### src/rtl/uart_bus_master_if.sv
// Peripheral bus bundle driven by the UART debug master.
// Signal names follow the peripheral side's decode names.
interface uart_bus_master_if;
  logic        we;
  logic        oe;
  logic        busy;
  logic [23:0] address;
  logic [3:0]  byteSelect;
  logic [31:0] dataWrite;
  logic [31:0] dataRead;

  modport master (
    output we, oe, address, byteSelect, dataWrite,
    input  busy, dataRead
  );

  modport slave (
    input  we, oe, address, byteSelect, dataWrite,
    output busy, dataRead
  );
endinterface

### src/rtl/uart_bus_master.sv
// UART-driven debug bus master.
// Takes command frames over 8N1 serial and runs one bus read or write per frame.
// It answers with ACK (0x06) or NAK (0x15). A successful read also returns the 4 data bytes.
module uart_bus_master #(
  parameter int CLOCKS_PER_BIT = 868,
  parameter int BUS_TIMEOUT    = 255,
  parameter int FRAME_GAP_BITS = 32
) (
  input  logic               clk,
  input  logic               rst,
  input  logic               uart_rx,
  output logic               uart_tx,
  uart_bus_master_if.master  peripheralBus
);

  localparam int CNT_W = $clog2(CLOCKS_PER_BIT);
  localparam logic [CNT_W-1:0] BIT_LAST  = CNT_W'(CLOCKS_PER_BIT - 1);
  localparam logic [CNT_W-1:0] HALF_LAST = CNT_W'(CLOCKS_PER_BIT / 2 - 1);
  localparam logic [15:0]      TO_LAST   = 16'(BUS_TIMEOUT - 1);
  localparam logic [31:0]      GAP_LIMIT = 32'(FRAME_GAP_BITS * CLOCKS_PER_BIT);
  localparam logic [7:0]       ACK = 8'h06;
  localparam logic [7:0]       NAK = 8'h15;

  typedef enum logic [1:0] {RX_IDLE, RX_START, RX_DATA, RX_STOP} rx_state_t;
  typedef enum logic [2:0] {S_IDLE, S_ADDR, S_DATA, S_BUS, S_RESP} state_t;

  // ---------------- receiver ----------------
  rx_state_t        rx_state;
  logic             rx_s1, rx_s2, rx_s3;
  logic [CNT_W-1:0] rx_cnt;
  logic [2:0]       rx_bits;
  logic [7:0]       rx_shift;
  logic [7:0]       rx_data;
  logic             rx_valid;
  logic             rx_err;
  logic             rx_idle;

  assign rx_idle = (rx_state == RX_IDLE);

  // Synchronise the serial line, find start bits and sample each bit at its centre.
  always_ff @(posedge clk) begin
    if (rst) begin
      rx_s1    <= 1'b1;
      rx_s2    <= 1'b1;
      rx_s3    <= 1'b1;
      rx_state <= RX_IDLE;
      rx_cnt   <= '0;
      rx_bits  <= '0;
      rx_shift <= '0;
      rx_data  <= '0;
      rx_valid <= 1'b0;
      rx_err   <= 1'b0;
    end else begin
      rx_s1    <= uart_rx;
      rx_s2    <= rx_s1;
      rx_s3    <= rx_s2;
      rx_valid <= 1'b0;
      rx_err   <= 1'b0;
      case (rx_state)
        RX_IDLE: begin
          if (rx_s3 && !rx_s2) begin
            rx_state <= RX_START;
            rx_cnt   <= '0;
          end
        end
        RX_START: begin
          if (rx_cnt == HALF_LAST) begin
            rx_cnt   <= '0;
            rx_bits  <= '0;
            // A glitch that is already high again at mid-bit is not a start bit.
            rx_state <= rx_s2 ? RX_IDLE : RX_DATA;
          end else begin
            rx_cnt <= rx_cnt + 1'b1;
          end
        end
        RX_DATA: begin
          if (rx_cnt == BIT_LAST) begin
            rx_cnt   <= '0;
            rx_shift <= {rx_s2, rx_shift[7:1]};
            rx_bits  <= rx_bits + 3'd1;
            if (rx_bits == 3'd7) rx_state <= RX_STOP;
          end else begin
            rx_cnt <= rx_cnt + 1'b1;
          end
        end
        RX_STOP: begin
          if (rx_cnt == BIT_LAST) begin
            rx_cnt   <= '0;
            rx_state <= RX_IDLE;
            if (rx_s2) begin
              rx_valid <= 1'b1;
              rx_data  <= rx_shift;
            end else begin
              rx_err <= 1'b1;
            end
          end else begin
            rx_cnt <= rx_cnt + 1'b1;
          end
        end
        default: rx_state <= RX_IDLE;
      endcase
    end
  end

  // ---------------- frame / bus / transmit ----------------
  state_t           state;
  logic             cmd_write;
  logic [3:0]       bs_acc;
  logic [23:0]      addr_acc;
  logic [23:0]      data_acc;
  logic [1:0]       byte_cnt;
  logic [31:0]      gap_cnt;
  logic             gap_expired;
  logic [15:0]      bus_cnt;
  logic             we_reg, oe_reg;
  logic [23:0]      address_reg;
  logic [3:0]       bs_reg;
  logic [31:0]      dw_reg;
  logic [7:0]       resp_buf [8];
  logic [2:0]       resp_len;
  logic [2:0]       resp_idx;
  logic [7:0]       cur_byte;
  logic             tx_line;
  logic [3:0]       tx_bit;
  logic [CNT_W-1:0] tx_cnt;

  assign gap_expired = (gap_cnt > GAP_LIMIT);
  assign cur_byte    = resp_buf[resp_idx];

  assign uart_tx                  = tx_line;
  assign peripheralBus.we         = we_reg;
  assign peripheralBus.oe         = oe_reg;
  assign peripheralBus.address    = address_reg;
  assign peripheralBus.byteSelect = bs_reg;
  assign peripheralBus.dataWrite  = dw_reg;

  // Frame parser, bus access sequencer and response transmitter in one state machine.
  always_ff @(posedge clk) begin
    if (rst) begin
      state       <= S_IDLE;
      cmd_write   <= 1'b0;
      bs_acc      <= '0;
      addr_acc    <= '0;
      data_acc    <= '0;
      byte_cnt    <= '0;
      gap_cnt     <= '0;
      bus_cnt     <= '0;
      we_reg      <= 1'b0;
      oe_reg      <= 1'b0;
      address_reg <= '0;
      bs_reg      <= '0;
      dw_reg      <= '0;
      resp_len    <= '0;
      resp_idx    <= '0;
      tx_line     <= 1'b1;
      tx_bit      <= '0;
      tx_cnt      <= '0;
    end else begin
      // Inter-byte gap only counts while the receiver sits idle mid-frame.
      if (!((state == S_ADDR) || (state == S_DATA)) || rx_valid || !rx_idle)
        gap_cnt <= '0;
      else if (!gap_expired)
        gap_cnt <= gap_cnt + 32'd1;

      case (state)
        S_IDLE: begin
          if (rx_valid) begin
            cmd_write <= rx_data[7];
            bs_acc    <= rx_data[3:0];
            byte_cnt  <= '0;
            if (rx_data[6:4] != 3'b000) begin
              resp_buf[0] <= NAK;
              resp_len    <= 3'd1;
              resp_idx    <= '0;
              tx_line     <= 1'b0;
              tx_bit      <= '0;
              tx_cnt      <= '0;
              state       <= S_RESP;
            end else begin
              state <= S_ADDR;
            end
          end
        end

        S_ADDR: begin
          if (rx_err) begin
            state <= S_IDLE;
          end else if (rx_valid) begin
            addr_acc <= {addr_acc[15:0], rx_data};
            if (byte_cnt == 2'd2) begin
              byte_cnt <= '0;
              if (cmd_write) begin
                state <= S_DATA;
              end else begin
                address_reg <= {addr_acc[15:0], rx_data};
                bs_reg      <= bs_acc;
                oe_reg      <= 1'b1;
                bus_cnt     <= '0;
                state       <= S_BUS;
              end
            end else begin
              byte_cnt <= byte_cnt + 2'd1;
            end
          end else if (gap_expired) begin
            state <= S_IDLE;
          end
        end

        S_DATA: begin
          if (rx_err) begin
            state <= S_IDLE;
          end else if (rx_valid) begin
            data_acc <= {data_acc[15:0], rx_data};
            if (byte_cnt == 2'd3) begin
              address_reg <= addr_acc;
              bs_reg      <= bs_acc;
              dw_reg      <= {data_acc, rx_data};
              we_reg      <= 1'b1;
              bus_cnt     <= '0;
              state       <= S_BUS;
            end else begin
              byte_cnt <= byte_cnt + 2'd1;
            end
          end else if (gap_expired) begin
            state <= S_IDLE;
          end
        end

        S_BUS: begin
          // Completion is checked before timeout so a target finishing on the last allowed cycle still succeeds.
          if (!peripheralBus.busy) begin
            we_reg      <= 1'b0;
            oe_reg      <= 1'b0;
            resp_buf[0] <= ACK;
            if (oe_reg) begin
              resp_buf[1] <= peripheralBus.dataRead[31:24];
              resp_buf[2] <= peripheralBus.dataRead[23:16];
              resp_buf[3] <= peripheralBus.dataRead[15:8];
              resp_buf[4] <= peripheralBus.dataRead[7:0];
              resp_len    <= 3'd5;
            end else begin
              resp_len <= 3'd1;
            end
            resp_idx <= '0;
            tx_line  <= 1'b0;
            tx_bit   <= '0;
            tx_cnt   <= '0;
            state    <= S_RESP;
          end else if (bus_cnt == TO_LAST) begin
            we_reg      <= 1'b0;
            oe_reg      <= 1'b0;
            resp_buf[0] <= NAK;
            resp_len    <= 3'd1;
            resp_idx    <= '0;
            tx_line     <= 1'b0;
            tx_bit      <= '0;
            tx_cnt      <= '0;
            state       <= S_RESP;
          end else if (bus_cnt != 16'hFFFF) begin
            bus_cnt <= bus_cnt + 16'd1;
          end
        end

        S_RESP: begin
          // tx_bit: 0 = start, 1..8 = data LSB first, 9 = stop.
          if (tx_cnt == BIT_LAST) begin
            tx_cnt <= '0;
            if (tx_bit == 4'd9) begin
              if ((resp_idx + 3'd1) < resp_len) begin
                resp_idx <= resp_idx + 3'd1;
                tx_bit   <= '0;
                tx_line  <= 1'b0;
              end else begin
                tx_line <= 1'b1;
                state   <= S_IDLE;
              end
            end else begin
              tx_bit  <= tx_bit + 4'd1;
              tx_line <= (tx_bit == 4'd8) ? 1'b1 : cur_byte[tx_bit[2:0]];
            end
          end else begin
            tx_cnt <= tx_cnt + 1'b1;
          end
        end

        default: state <= S_IDLE;
      endcase
    end
  end

endmodule

### src/flat_wrapper.sv
// flat-port wrapper written by rule: the top's interface ports become plain ports
module uart_bus_master_flat 
#(
  parameter int CLOCKS_PER_BIT = 868,
  parameter int BUS_TIMEOUT    = 255,
  parameter int FRAME_GAP_BITS = 32
)
  (clk, rst, uart_rx, uart_tx, peripheralBus_we, peripheralBus_oe, peripheralBus_address, peripheralBus_byteSelect, peripheralBus_dataWrite, peripheralBus_busy, peripheralBus_dataRead);
  uart_bus_master_if peripheralBus_i ();
  input  logic clk;
  input  logic rst;
  input  logic uart_rx;
  output logic uart_tx;
  output wire logic [$bits(peripheralBus_i.we)-1:0] peripheralBus_we;
  output wire logic [$bits(peripheralBus_i.oe)-1:0] peripheralBus_oe;
  output wire logic [$bits(peripheralBus_i.address)-1:0] peripheralBus_address;
  output wire logic [$bits(peripheralBus_i.byteSelect)-1:0] peripheralBus_byteSelect;
  output wire logic [$bits(peripheralBus_i.dataWrite)-1:0] peripheralBus_dataWrite;
  input wire logic [$bits(peripheralBus_i.busy)-1:0] peripheralBus_busy;
  input wire logic [$bits(peripheralBus_i.dataRead)-1:0] peripheralBus_dataRead;
  assign peripheralBus_we = peripheralBus_i.we;
  assign peripheralBus_oe = peripheralBus_i.oe;
  assign peripheralBus_address = peripheralBus_i.address;
  assign peripheralBus_byteSelect = peripheralBus_i.byteSelect;
  assign peripheralBus_dataWrite = peripheralBus_i.dataWrite;
  assign peripheralBus_i.busy = peripheralBus_busy;
  assign peripheralBus_i.dataRead = peripheralBus_dataRead;
  uart_bus_master #(.CLOCKS_PER_BIT(CLOCKS_PER_BIT), .BUS_TIMEOUT(BUS_TIMEOUT), .FRAME_GAP_BITS(FRAME_GAP_BITS)) u_core (.clk(clk), .rst(rst), .uart_rx(uart_rx), .uart_tx(uart_tx), .peripheralBus(peripheralBus_i));
endmodule
### config.mk
export PLATFORM = sky130hd
export DESIGN_NAME = uart_bus_master_flat
export DESIGN_NICKNAME = d
export VERILOG_FILES = /design/src/rtl/uart_bus_master_if.sv /design/src/rtl/uart_bus_master.sv /design/src/flat_wrapper.sv
export SDC_FILE = /design/constraint.sdc
export NUM_CORES = 1
export LEC_CHECK = 0
export ABC_AREA = 1
export CORE_MARGIN = 3
export CORE_UTILIZATION = 40
export CTS_BUF_LIST = sky130_fd_sc_hd__clkbuf_2 sky130_fd_sc_hd__clkbuf_4 sky130_fd_sc_hd__clkbuf_8
export CTS_CLUSTER_SIZE = 24
export DETAILED_ROUTE_END_ITERATION = 16
export PLACE_DENSITY = 0.6
export SYNTH_ARGS = -nofsm -noshare
export SYNTH_HDL_FRONTEND = slang
export SYNTH_SLANG_ARGS = --single-unit
export TNS_END_PERCENT = 20
### constraint.sdc
create_clock -name clk -period 7.9 [get_ports clk]
set_clock_uncertainty 0.1 [all_clocks]
set_input_delay 0.79 -clock clk [delete_from_list [all_inputs] [get_ports clk]]
set_output_delay 0.79 -clock clk [all_outputs]
set_load 0.01 [all_outputs]
==> impl_results.md <==
- Status: finished, final reports clean
- Startpoint Class: flop
- Final period util: 41.84%
- Starting Density: approximately 41%
- Die X-Extent: 173.2 µm
- Tmin final: 3305 ps
- Worst r2r path cells: 6
- Crit-path leading delay family: simple AND/OR/NAND/NOR gates
- Worst Tran Pin Value: approximately 930 ps
- Max Cap Viol: 0
- Clk buf depth: 3
- CP max FO: 60
- RSZ-0062 raised after global routing: false
- Peak Freq: 0.3025 GHz
- Top reg by flops: u_core.resp_buf
- XOR/XNOR share of the synthesized area: 1.410%
- Post-Synth Adder-Cell Area: between 2 and 3%
- Slew headroom: 38.20%
- Met3 Use GR: 3.074%
- Met2 Use GR: between 20 and 30%
- CTS Root Cell: clkbuf_8
- Hold Path Class: reg2reg
- Remaining DRCs: 0
- Gr usage total: between 10% and 20%
- Final Net Count: 1594
- Routed Antenna Nets: 0
- Hold Crit Depth: 1
- Setup CP Type: reg2reg
- IO buf count: between 90 and 100
- Drt wl/cell: between 10 and 15 µm
- Row count: 60
- Layout cells sized above 1: under 10%
- I/O pin total: 99
- Synth warn: 0
- Setup TNS: 0 ps
- CP max stage cell: inv_2
- Ant. Diodes: 0
- Cell variety after synth: 40
- Dpl hpwl: 17.28 mm
- Fill cells: about 2700
- Multi-input logic area: between 0.004 and 0.005 mm²
- Fin. Hold Viols: 0
- Routed vias/inst: between 4 and 5
- Largest family of logic cells by synthesized area: simple AND/OR/NAND/NOR gates
- Final slew viol count: 0
- Pwr Density: around 200 mW/mm²
- Total gr overflow: 0
- Hold Slack: ~310 ps
- DR pass1 iterations: 5
- First-pass GRT wire length: 43.35 mm
- Mapped Cells: around 1400
- Met1 usage: approximately a quarter
- Largest net degree at the start of global routing: between 100 and 150
- P_leak: around 0.0048 µW
- Layout area overhead: 19.54%
- Vias post-DR: approximately 9400
- Worst path bufs/invs: 1
- Worst r2r src: u_core.state[1]
- CP Data Arrival Time: roughly 3700 ps
- Endpoints failing setup: 0
- Synth Area in Simple Gates: between 20% and 30%
- CTS resizes: 0
- Die area: 0.02999 mm²
- Die Y: about 170 µm
- Mean Syn Cell Area: between 7 and 8 µm²
- Setup slack after placement: about 4300 ps
- Mapped cell area: 0.01118 mm²
- Most frequent cells in the layout: dfxtp_1 (229), nor2_1 (213), nand2_1 (191), inv_1 (169), o21ai_0 (163)
- Hold Path Sink: u_core.rx_s2
- Sink Count: 261
- Synth Area in Compound Gates: roughly 16%
- H-tree depth: 2
- Clk Latency, worst-skew pair: ~550 ps
- Core Area: about 0.027 mm²
- Crit path cell chain: nand3_2 > nor2_1 > nand2_1 > inv_2 > o21ai_0 > a21oi_1
- Post-Route WL: around 25 mm
- CP Data Required Time: just over 8000 ps
- Tot Pwr: between 2000 and 3000 µW
- Critical R2R Capture: u_core.peripheralBus.dataWrite[24]
- Reg2Reg Setup Slack: 4590 ps
- 1st-iter DRT viols: between 500 and 600
- Mux cell area share after synthesis: 0%
- Seq cells post-synth: 261
- Max reg flops: 34
- Final worst slack: around 4600 ps
- Worst setup EP type: flop
- Most common cell after layout, fill and taps aside: dfxtp_1
- Seq/Total Area, Yosys: around half
- Hold_sp: u_core.rx_s1
- Hold buffers post-CTS: 0
- Initial antenna violation count: 0
- Number of CTS-inserted buffers: 45
- Worst path max stage delay: around 740 ps
- Max VDD drop: around 0.11 mV
- Register area: 0.005545 mm²
- Net count after synthesis: 1504
- CTS tree: yes
- Post-CTS Setup Repair Bufs: 0
- GRT Max-Usage Layer: met2
- Vias in the first global route: around 9000
- GPL Wtd Cong: 0.8127
- Register clock-pin slew on the reported worst setup and hold paths: 60 ps
## cells by family after synthesis
| group | Yosys count |
|---|---|
| AO/OA/AOI/OAI | 343 |
| XOR/XNOR | 18 |
| adder cells (fa/ha/maj) | 23 |
| buffers and inverters | 239 |
| flip-flops | 261 |
| AND/OR/NAND/NOR | 561 |
## synth_stat cells, drive strengths merged
master	instances	area share, %
edfxtp	32	8.6
dfxtp	229	41
nor3	36	1.6
a22o	1	0.078
o211ai	3	0.20
a211oi	30	2.0
and2	1	0.056
xnor2	4	0.31
or2	5	0.28
o21a	2	0.13
nor2	221	7.7
nand3b	4	0.27
nor3b	6	0.40
o21bai	1	0.067
inv	176	5.9
o21ai	168	7.6
nor4	1	0.056
buf	17	0.82
a221oi	1	0.078
xor2	14	1.1
nand4	19	1.2
ha	23	2.6
a21oi	134	6.1
nand3	75	3.6
a31oi	3	0.17
nand2	193	6.5
clkinv	2	0.067
clkbuf	44	1.5
## worst max-delay path by stage
| stage | startpoint | endpoint | slack, ps | cells past startpoint |
|---|---|---|---|---|
| floorplan | rst | u_core.resp_buf[1][0] | 4730 | 4 |
| CTS | u_core.state[1] | u_core.peripheralBus.we | 4590 | 6 |
| global placement | rst | u_core.resp_buf[4][6] | 4390 | 7 |
| global route | u_core.state[1] | u_core.peripheralBus.dataWrite[31] | 4130 | 6 |
| finish | u_core.state[1] | u_core.peripheralBus.dataWrite[24] | 4590 | 6 |
| detailed placement | rst | u_core.resp_buf[2][7] | 4330 | 7 |
## metal layers
layer / vias up / wire [µm]
met5: - / 0
met3: 39 / 1033
met1: 4203 / 12570
met2: 180 / 11310
met4: 0 / 472
li1: 4932 / -
## through the flow
step	std cells	cell area (µm²)	util [%]
2_1_floorplan	1445	11180	-
3_3_place_gp	1860	12410	45.68
3_5_place_dp	1860	12410	45.68
4_1_cts	1939	13360	49.17
5_1_grt	1939	13360	49.17
6_report	1939	13360	49.17
## final cells by class
class / count / share of cell area [%]
multi-input cells: 945 / 35.27
inverters: 178 / 5.000
clock buffers: 75 / 6.882
flip-flops and latches: 261 / 41.50
clock inverters: 4 / 0.2247
repair buffers: 104 / 7.640
well taps: 372 / 3.483
## report_power, final
part	internal [µW]	switching (µW)	total, µW
Sequential	1350	4.40	1350
Combinational	35.5	58.5	94.0
Clock	733	530	1260
No activity file was read; power rests on OpenSTA's default activity.
==> edit 1: new RTL, config.mk and constraints unchanged <==
`CLOCKS_PER_BIT` is set to 868 in 2 places; all go to 1736.
--- a/src/rtl/uart_bus_master.sv
+++ b/src/rtl/uart_bus_master.sv
@@ -4,3 +4,3 @@
 module uart_bus_master #(
-  parameter int CLOCKS_PER_BIT = 868,
+  parameter int CLOCKS_PER_BIT = 1736,
   parameter int BUS_TIMEOUT    = 255,
--- a/src/flat_wrapper.sv
+++ b/src/flat_wrapper.sv
@@ -3,3 +3,3 @@
 #(
-  parameter int CLOCKS_PER_BIT = 868,
+  parameter int CLOCKS_PER_BIT = 1736,
   parameter int BUS_TIMEOUT    = 255,
Function: no difference found for any inputs over 4 cycles, from zero or initial values and one cycle with rst high; that may be too few to reach the edited logic, so the function may still have changed.
==> edit 1 against the unedited design <==
Critical path depth up 1; sequential cell count increased by 2; power grew 3.2%; sequential share of layout area down 0.66 points; synthesized area grew 2.9%; cell area grew 2.4%; count of clock-buffer cells in the layout decreased by 8; worst setup slack improved by 0.21 ns; critical path type unchanged; combinational power rose by 38%; wire length increased by 6.6%; via count up 4.4%.
==> edit 1: results (changes against the unedited design) <==
DRT iter0 DRCs=544 (was 595); status=completed (unchanged); pin count of the biggest net entering global routing=112 (was 105); syn_nets=1549 (was 1504); first-pass GRT wire length=45820 um (was 43350 um); fillcell total=2783 (was 2711); register area share after synthesis=48.57% (was 49.61%); Yosys reg bits=263 (was 261); Max VDD drop=0.1001 mV (was 0.1057 mV); largest cells by area after synthesis=dfxtp_1, edfxtp_1, o21ai_0, nor2_1, nand2_1 (unchanged); final wirelength=27070 um (was 25390 um); pin slew with the least headroom to its limit=1.160 ns (was 0.9257 ns); NumNets Final=1636 (was 1594); Worst Path Max Fanout=61 (was 60); GRT Util Overall=17.65% (was 16.80%); Arr. time, crit path=3.44 ns (was 3.68 ns); pre-CTS setup slack=4.732 ns (was 4.332 ns); sw power=0.6421 mW (was 0.5925 mW); vias post-DR=9767 (was 9354); Synth top cells by count=dfxtp_1, nor2_1, nand2_1 (unchanged); Pleak=4.905 nW (was 4.783 nW); Final GP Congestion=0.8475 (was 0.8127); detailed placement HPWL=18470 um (was 17280 um); share of cells above drive strength 1=7.888% (was 7.403%); FF-to-FF path depth=7 (was 6); number of global-route vias before repair=9284 (was 8823)
-- edit 1: cell count changes in the layout (fill, tap and decap cells not counted), moves of 7 or more --
cell / delta
nand3_1: +9
nand4_1: +17
nand2_1: -7
a21oi_1: -12
o21ai_0: +9
inv_1: +13
-- edit 1: final cells by class --
| cell class | instances | area share, % |
|---|---|---|
| Clock buffer | 67 | 6.101 |
| Clock inverter | 12 | 0.9330 |
| Inverter | 194 | 5.324 |
| Multi-Input combinational cell | 970 | 35.89 |
| Sequential cell | 263 | 40.83 |
| Tap cell | 378 | 3.458 |
| Timing Repair Buffer | 104 | 7.464 |
-- edit 1: cells by family after synthesis --
family	after synthesis	share of synthesized area (%)
flip-flops	263	48.57
AO/OA/AOI/OAI	348	16.29
AND/OR/NAND/NOR	586	22.84
buffers and inverters	258	8.846
adder cells (fa/ha/maj)	22	2.394
XOR/XNOR	14	1.066
-- edit 1: per-layer routing --
metal  routed length [um]  track usage, %
met5                    0               0
met4                  643           5.477
met3                 1154           3.329
met2                11790           27.58
met1                13490           24.86
-- edit 1: power groups by stage --
stage          combinational, mW  sequential, mW  clock (mW)
2_1_floorplan             0.0880            1.40           0
3_5_place_dp               0.131            1.40           0
3_3_place_gp               0.131            1.40           0
4_1_cts                    0.132            1.37        1.33
5_1_grt                    0.151            1.37        1.40
6_report                   0.130            1.37        1.30
-- edit 1: path summary, 6_finish.rpt --
| kind | start | slack [ns] | end |
|---|---|---|---|
| max | u_core.state[1]$_SDFFE_PP0P_ | 4.81 | u_core.peripheralBus.dataWrite[28]$_SDFFE_PP0P_ |
| min | u_core.rx_s1$_SDFF_PP1_ | 0.31 | u_core.rx_s2$_SDFF_PP1_ |
| max reg2reg | u_core.state[1]$_SDFFE_PP0P_ | 4.81 | u_core.peripheralBus.dataWrite[28]$_SDFFE_PP0P_ |
| min reg2reg | u_core.rx_s1$_SDFF_PP1_ | 0.31 | u_core.rx_s2$_SDFF_PP1_ |
-- edit 1: critical path: stages (launching register included) --
cell and delay [ns]:
dfxtp_1 0.48, nand3_4 0.35, nor2_4 0.32, inv_2 0.28, nor2_4 0.94, inv_1 0.26, nor2_1 0.15, nor2_1 0.06
-- edit 1: stage by stage --
step / instances / utilization, % / area (um2)
2_1_floorplan: 1491 / - / 11500
3_3_place_gp: 1909 / 45.27 / 12720
3_5_place_dp: 1909 / 45.27 / 12720
4_1_cts: 1988 / 48.70 / 13680
5_1_grt: 1988 / 48.70 / 13680
6_report: 1988 / 48.70 / 13680
==> edit 2: new RTL, same settings <==
Made on the original files. The 5 states of `state_t` get a one-hot encoding in 5 bits.
--- a/src/rtl/uart_bus_master.sv
+++ b/src/rtl/uart_bus_master.sv
@@ -24,3 +24,3 @@
   typedef enum logic [1:0] {RX_IDLE, RX_START, RX_DATA, RX_STOP} rx_state_t;
-  typedef enum logic [2:0] {S_IDLE, S_ADDR, S_DATA, S_BUS, S_RESP} state_t;
+  typedef enum logic [4:0] {S_IDLE = 5'b00001, S_ADDR = 5'b00010, S_DATA = 5'b00100, S_BUS = 5'b01000, S_RESP = 5'b10000} state_t;
 
Behaviour: same outputs for any inputs over 4 cycles, from zero or initial values and one cycle with rst high; so few cycles prove little.
==> edit 2 against the unedited design <==
Wire length is 3.8% higher; worst setup slack lost 0.49 ns; sequential cell count up 2; sequential share of layout area decreased by 0.44 points; cell area grew 1.8%; via count grew 4.4%; synthesized area is 2.2% higher.
Power is not compared: it rests on default switching activity, and its combinational part moved more than twofold at a synthesized area within 25%.
==> edit 2: results (changes against the unedited design) <==
CP delay by family, top=simple AND/OR/NAND/NOR gates (unchanged); post-CTS setup buffers=0 (unchanged); detailed placement HPWL=18120 um (was 17280 um); largest cells by area after synthesis=dfxtp_1, nor2_1, edfxtp_1, nand2_1, o21ai_0 (was dfxtp_1, edfxtp_1, o21ai_0, nor2_1, nand2_1); Max VDD drop=between 0.2 and 0.25 mV; register bank with the most flops=u_core.resp_buf (unchanged); first-pass detailed-route iteration total=5 (unchanged); status=completed (unchanged); number of global-route vias before repair=9037 (was 8823); pre-CTS setup slack=3.815 ns (was 4.332 ns); GRT Util Overall=16.98% (was 16.80%); pin count of the biggest net entering global routing=120 (was 105); crit-path max cell delay=0.78 ns (was 0.74 ns); post-synth cell types=39 (was 40); fillcell total=2801 (was 2711); pin slew with the least headroom to its limit=1.046 ns (was 0.9257 ns); clock buffer depth=3 (unchanged); DRT iter0 DRCs=554 (was 595); n_diodes=0 (unchanged); share of cells above drive strength 1=6.937% (was 7.403%); syn_nets=1563 (was 1504); register area share after synthesis=48.90% (was 49.61%); setup ws final=4.102 ns (was 4.595 ns); NumNets Final=1655 (was 1594); number of synthesized flops with an enable pin=32 (unchanged); first-pass GRT wire length=44150 um (was 43350 um); Synth top cells by count=nor2_1, dfxtp_1, nand2_1 (was dfxtp_1, nor2_1, nand2_1); drt wl/cell=13.13 um (was 13.09 um); number of vias per cell=4.867 (was 4.824); hold_ws=0.3083 ns (was 0.3108 ns); Worst path slowest cell=nor2_1 (was inv_2); Final GP Congestion=0.8815 (was 0.8127); Arr. time, crit path=4.13 ns (was 3.68 ns)
==> edit 2: final timing paths <==
path,startpoint,to,cells past startpoint
setup / recovery,u_core.state[0]$_SDFFE_PP1P_,u_core.peripheralBus.dataWrite[28]$_SDFFE_PP0P_,9
hold / removal,u_core.rx_s1$_SDFF_PP1_,u_core.rx_s2$_SDFF_PP1_,1
setup reg to reg,u_core.state[0]$_SDFFE_PP1P_,u_core.peripheralBus.dataWrite[28]$_SDFFE_PP0P_,9
hold reg to reg,u_core.rx_s1$_SDFF_PP1_,u_core.rx_s2$_SDFF_PP1_,1
==> edit 2: cells by family after synthesis <==
group	after synthesis	synth area share, %
adder cells (fa/ha/maj)	23	2.519
AO/OA/AOI/OAI	328	15.28
buffers and inverters	234	8.106
XOR/XNOR	16	1.227
flip-flops	263	48.90
AND/OR/NAND/NOR	640	23.97
==> edit 2: metrics by stage <==
stage | cell area (um2) | instances
2_1_floorplan | 11420 | 1504
3_3_place_gp | 12660 | 1927
3_5_place_dp | 12660 | 1927
4_1_cts | 13600 | 2007
5_1_grt | 13600 | 2007
6_report | 13600 | 2007
==> edit 2: routing by layer <==
layer	vias to the layer above	wire (um)	global-route usage (%)
met5	-	0	0
met4	0	710	5.519
met3	61	1238	3.107
met2	224	11450	26.94
met1	4355	12940	23.52
li1	5129	-	-
==> edit 2: cell type report <==
cell class	instances	share of cell area [%]
clock buffers	66	6.171
clock inverters	14	0.7726
inverters	175	4.828
multi-input cells	1007	36.19
flip-flops and latches	263	41.06
well taps	378	3.477
repair buffers	104	7.505
